--- src/rtl/por_reset_sequencer.sv ---
// POR synchroniser, glitch filter and staged release of NUM_CH active-low domain resets.
// Software can request a full re-sequence once release has begun.
module por_reset_sequencer #(
   parameter int unsigned NUM_CH      = 4,
   parameter int unsigned SYNC_STAGES = 2,
   parameter int unsigned FILTER_CYC  = 16,
   parameter int unsigned STAGE_DLY   = 32,
   parameter int unsigned CNT_W       = 8
) (
   input  logic              clk,
   input  logic              rst,
   input  logic              por_n_i,
   input  logic              sw_rst_req_i,
   output logic [NUM_CH-1:0] rst_n_o,
   output logic              seq_done_o,
   output logic [1:0]        state_o
);

   localparam int unsigned IDX_W = (NUM_CH > 1) ? $clog2(NUM_CH) : 1;
   localparam logic [CNT_W-1:0] L_FILT   = CNT_W'(FILTER_CYC);
   localparam logic [CNT_W-1:0] L_STG_M1 = CNT_W'(STAGE_DLY - 1);
   localparam logic [IDX_W-1:0] L_LAST   = IDX_W'(NUM_CH - 1);

   typedef enum logic [1:0] {
      StHold    = 2'd0,
      StFilter  = 2'd1,
      StRelease = 2'd2,
      StDone    = 2'd3
   } state_t;

   logic [SYNC_STAGES-1:0] r_sync;
   logic                   w_por_s;

   state_t            r_state, w_state;
   logic [CNT_W-1:0]  r_cnt, w_cnt;
   logic [IDX_W-1:0]  r_idx, w_idx;
   logic [NUM_CH-1:0] r_rst_n, w_rst_n;
   logic              r_done, w_done;

   assign w_por_s = r_sync[SYNC_STAGES-1];

   always_comb begin
      w_state = r_state;
      w_cnt   = r_cnt;
      w_idx   = r_idx;
      w_rst_n = r_rst_n;
      w_done  = r_done;
      if (!w_por_s) begin
         w_state = StHold;
         w_cnt   = '0;
         w_idx   = '0;
         w_rst_n = '0;
         w_done  = 1'b0;
      end else if (sw_rst_req_i && (r_state == StRelease || r_state == StDone)) begin
         // Re-entering FILTER guarantees a full filter window of assertion.
         w_state = StFilter;
         w_cnt   = CNT_W'(1);
         w_idx   = '0;
         w_rst_n = '0;
         w_done  = 1'b0;
      end else begin
         unique case (r_state)
            StHold: begin
               w_rst_n = '0;
               w_done  = 1'b0;
               w_state = StFilter;
               w_cnt   = CNT_W'(1);
            end
            StFilter: begin
               if (r_cnt == L_FILT) begin
                  w_state = StRelease;
                  w_cnt   = '0;
                  w_idx   = '0;
               end else begin
                  w_cnt = r_cnt + CNT_W'(1);
               end
            end
            StRelease: begin
               if (r_cnt == L_STG_M1) begin
                  for (int k = 0; k < NUM_CH; k++) begin
                     if (r_idx == IDX_W'(k)) w_rst_n[k] = 1'b1;
                  end
                  w_cnt = '0;
                  if (r_idx == L_LAST) begin
                     w_state = StDone;
                     w_done  = 1'b1;
                  end else begin
                     w_idx = r_idx + IDX_W'(1);
                  end
               end else begin
                  w_cnt = r_cnt + CNT_W'(1);
               end
            end
            StDone: begin
               w_rst_n = '1;
               w_done  = 1'b1;
            end
            default: w_state = StHold;
         endcase
      end
   end

   always_ff @(posedge clk) begin
      if (rst) begin
         r_sync  <= '0;
         r_state <= StHold;
         r_cnt   <= '0;
         r_idx   <= '0;
         r_rst_n <= '0;
         r_done  <= 1'b0;
      end else begin
         r_sync  <= {r_sync[SYNC_STAGES-2:0], por_n_i};
         r_state <= w_state;
         r_cnt   <= w_cnt;
         r_idx   <= w_idx;
         r_rst_n <= w_rst_n;
         r_done  <= w_done;
      end
   end

   assign rst_n_o    = r_rst_n;
   assign seq_done_o = r_done;
   assign state_o    = r_state;

`ifndef SYNTHESIS
   a_cnt_w_fits: assert property (@(posedge clk)
      (64'(FILTER_CYC) < (64'd1 << CNT_W)) && (64'(STAGE_DLY) < (64'd1 << CNT_W)));
   a_filt_no_wrap: assert property (@(posedge clk) disable iff (rst)
      (r_state == StFilter) |-> (r_cnt <= L_FILT));
   a_rel_no_wrap: assert property (@(posedge clk) disable iff (rst)
      (r_state == StRelease) |-> (r_cnt <= L_STG_M1));
   a_idx_range: assert property (@(posedge clk) disable iff (rst) r_idx <= L_LAST);
   a_thermo: assert property (@(posedge clk) disable iff (rst)
      (r_rst_n & (r_rst_n + NUM_CH'(1))) == '0);
`endif

endmodule

--- config.mk ---
export PLATFORM = sky130hd
export DESIGN_NAME = por_reset_sequencer
export DESIGN_NICKNAME = d
export VERILOG_FILES = /design/src/rtl/por_reset_sequencer.sv
export SDC_FILE = /design/constraint.sdc
export NUM_CORES = 1
export LEC_CHECK = 0
export ABC_AREA = 1
export BUFFER_PORTS_ARGS = -buffer_cell sky130_fd_sc_hd__buf_2
export CAP_MARGIN = 25
export CORE_UTILIZATION = 57
export CTS_CLUSTER_SIZE = 30
export DETAILED_ROUTE_END_ITERATION = 8
export GPL_ROUTABILITY_DRIVEN = 0
export HOLD_SLACK_MARGIN = 0.02
export PLACE_DENSITY = 0.89
export SETUP_SLACK_MARGIN = 0.1
export SYNTH_ARGS = -nofsm -noshare
export SYNTH_HDL_FRONTEND = slang
export SYNTH_SLANG_ARGS = --single-unit
--- constraint.sdc ---
create_clock -name clk -period 1.82 [get_ports clk]
set_input_delay 0.364 -clock clk [delete_from_list [all_inputs] [get_ports clk]]
set_output_delay 0.364 -clock clk [all_outputs]
set_load 0.1 [all_outputs]
==> summary.txt <==
Post-CTS Hold Fix Bufs - 0
GR Overflow Total - 0
IO Pins - 11
WL/cell - 10.65 microns
Std-Cell Core Area - 0.001783 sq mm
worst hold slack - 235.6 ps
Syn Nets - 181
relative slew slack - 67.70%
worst r2r path cells - 9
worst hold path cell count - 2
Pwr Total - 658.7 uW
pre-CTS WS - 212.4 ps
RSZ-0062 raised after global routing - no
TritonRoute pass-1 iters - 4
CP Launch Type - flop
CP dominant cell by count - nand2_1
via count - 997
Yosys reg bits - 18
Post-DRT Antenna Nets - 0
P&R area growth vs syn - 9.434%
global-route wire length before repair - 3.387 mm
Max VDD drop - 0.0004725 V
Setup crit start - state_o[0]$_SDFFE_PP0P_
Slew @ Worst Pin - 487.8 ps
Final Slew Violations - 0
worst r2r src - state_o[0]$_SDFFE_PP0P_
die area - 0.002159 sq mm
drt total wl - 2.161 mm
Ys Warns - 0
Clock Path Buffers - 2
hpwl dp - 1.724 mm
final worst-path setup slack - 269.1 ps
CP max-delay cell - dfxtp_4
Core Rows - 15
Multi-input gate area - 629.4 sq um
Worst path depth - 9
cell chain of the critical path - inv_1 -> ha_2 -> nand2_1 -> o21ai_1 -> inv_1 -> nor2_1 -> nand2_1 -> nand2_1 -> nor2_2
Core Util, Final - 69.19%
most common cell after layout, fill and taps aside - nand2_1
Post-CTS Setup Inserts - 0
Seq/Total Area, Yosys - 31.96%
gr usage total - 22.39%
Worst path top cell family by delay - simple AND/OR/NAND/NOR gates
share of cells above drive strength 1 - 23.03%
antenna violations before repair - 0
maximum level of the CTS H-tree - 1
vias in the first global route - 835
leakage - 0.5915 nW
Residual DRC - 0
clk_lat worst skew - 310 ps
setup TNS - 0 ps
CP max stage delay - 380 ps
maxcap violations - 0
Fillers - 149
HP Class - in2reg
CTS sink cnt - 18
PD cells - 534.0 mW/mm^2
Final Hold Fails - 0
largest net degree at the start of global routing - 11
post-synth cell types - 21
setup violators final - 0
Initial Util - 63.23%
Worst-path clk slew - 110 ps
hold path start - rst
Cell Area, Synth - 0.001127 sq mm
post-synthesis area per instance - 6.791 sq um
PortBufs - 10
Final min period - 1551 ps
die width - 46.47 microns
FF+latch area - 369.1 sq um
Root Buffer - clkbuf_4
DRT iter0 DRCs - 13
Buf/Inv on CP - 2
CTS tree - yes
cell count after synthesis - 166
Worst EP arrival - 1770 ps
critical path class - reg2reg
crit path max fanout - 9
CTS buffer count - 3
Final Cycle Share - 85.21%
FMAX - 0.6448 GHz
critical path endpoint category - flop
worst endpoint required time - 2040 ps
status - completed
layout net count - 194
clk_skew - 9.663 ps
commonest cells after routing, fill and taps aside - nand2_1 (35), inv_1 (27), nor2_1 (27), dfxtp_1 (15), buf_2 (10)
Antenna Cells - 0
Die Height - 46.47 microns
routed vias/inst - 4.911
[flip-flops by register name, indices dropped and copies added (netlist names)]
signal	cells
r_idx	2
r_cnt	8
rst_n_o	4
state_o	2
r_sync	2
[final cells by class]
cell class / count / area share (%)
Multi-Input combinational cell: 112 / 51.01
Inverter: 34 / 10.34
Sequential cell: 18 / 29.92
Clock buffer: 3 / 1.826
Tap cell: 25 / 2.536
Timing Repair Buffer: 10 / 4.057
Clock inverter: 1 / 0.3043
[kinds of logic after synthesis]
group                      share of synthesized area [%]
AOI/OAI and AO/OA                                  7.436
xor gates and xnor gates                           3.107
adders and majority gates                          12.21
buffers and inverters                              12.65
DFF                                                31.96
and+or+nand+nor                                    32.63
[Yosys cell counts]
cell	n	area share (%)
a21oi_1	5	2.2
a21oi_2	1	0.78
buf_4	2	1.3
dfxtp_1	18	32
ha_1	11	12
inv_1	27	9.0
inv_2	7	2.3
nand2_1	35	12
nand2_2	7	3.9
nand3_1	5	2.2
nand3_2	2	1.8
nand4_1	1	0.56
nor2_1	27	9.0
nor2_2	4	2.2
nor3_1	1	0.44
nor3_2	1	0.89
o21ai_0	4	1.8
o21ai_1	2	0.89
o21bai_1	1	0.67
o31ai_2	1	1.1
xor2_1	4	3.1
[where the power goes]
group | internal [mW] | switching, mW | total, mW | leakage (nW)
sequential | 0.395 | 0.00272 | 0.398 | 0.148
clock | 0.0801 | 0.128 | 0.209 | 0.0154
combinational | 0.0165 | 0.0357 | 0.0522 | 0.429
total | 0.492 | 0.167 | 0.659 | 0.592
[metrics by stage]
| step | cell area (sq um) | cells |
|---|---|---|
| 4_1_cts | 1229 | 203 |
| 2_1_floorplan | 1136 | 166 |
| 5_1_grt | 1234 | 203 |
| 3_5_place_dp | 1202 | 199 |
| 3_3_place_gp | 1202 | 199 |
| 6_report | 1234 | 203 |
[per-layer routing]
| layer | up-vias | global-route usage (%) | share of wire [%] | wire (microns) |
|---|---|---|---|---|
| met5 | - | 0 | 0 | 0 |
| met4 | 0 | 10.59 | 1.9 | 41 |
| met3 | 5 | 2.353 | 5.5 | 119 |
| met2 | 35 | 37.50 | 48 | 1043 |
| met1 | 435 | 28.30 | 44 | 957 |
| li1 | 522 | - | - | - |
[path summary, 6_finish.rpt]
| kind | end | slack [ps] |
|---|---|---|
| max | r_idx[1]$_SDFFE_PP0P_ | 270 |
| min | r_sync[1]$_SDFF_PP0_ | 240 |
| max reg2reg | r_idx[1]$_SDFFE_PP0P_ | 270 |
| min reg2reg | r_sync[1]$_SDFF_PP0_ | 410 |
[what timing repair did]
item,4_1_cts,5_1_grt
gates resized for setup,0,2
setup endpoints to repair,0,4
hold endpoints to repair,0,0
No activity file was read; power rests on OpenSTA's default activity.
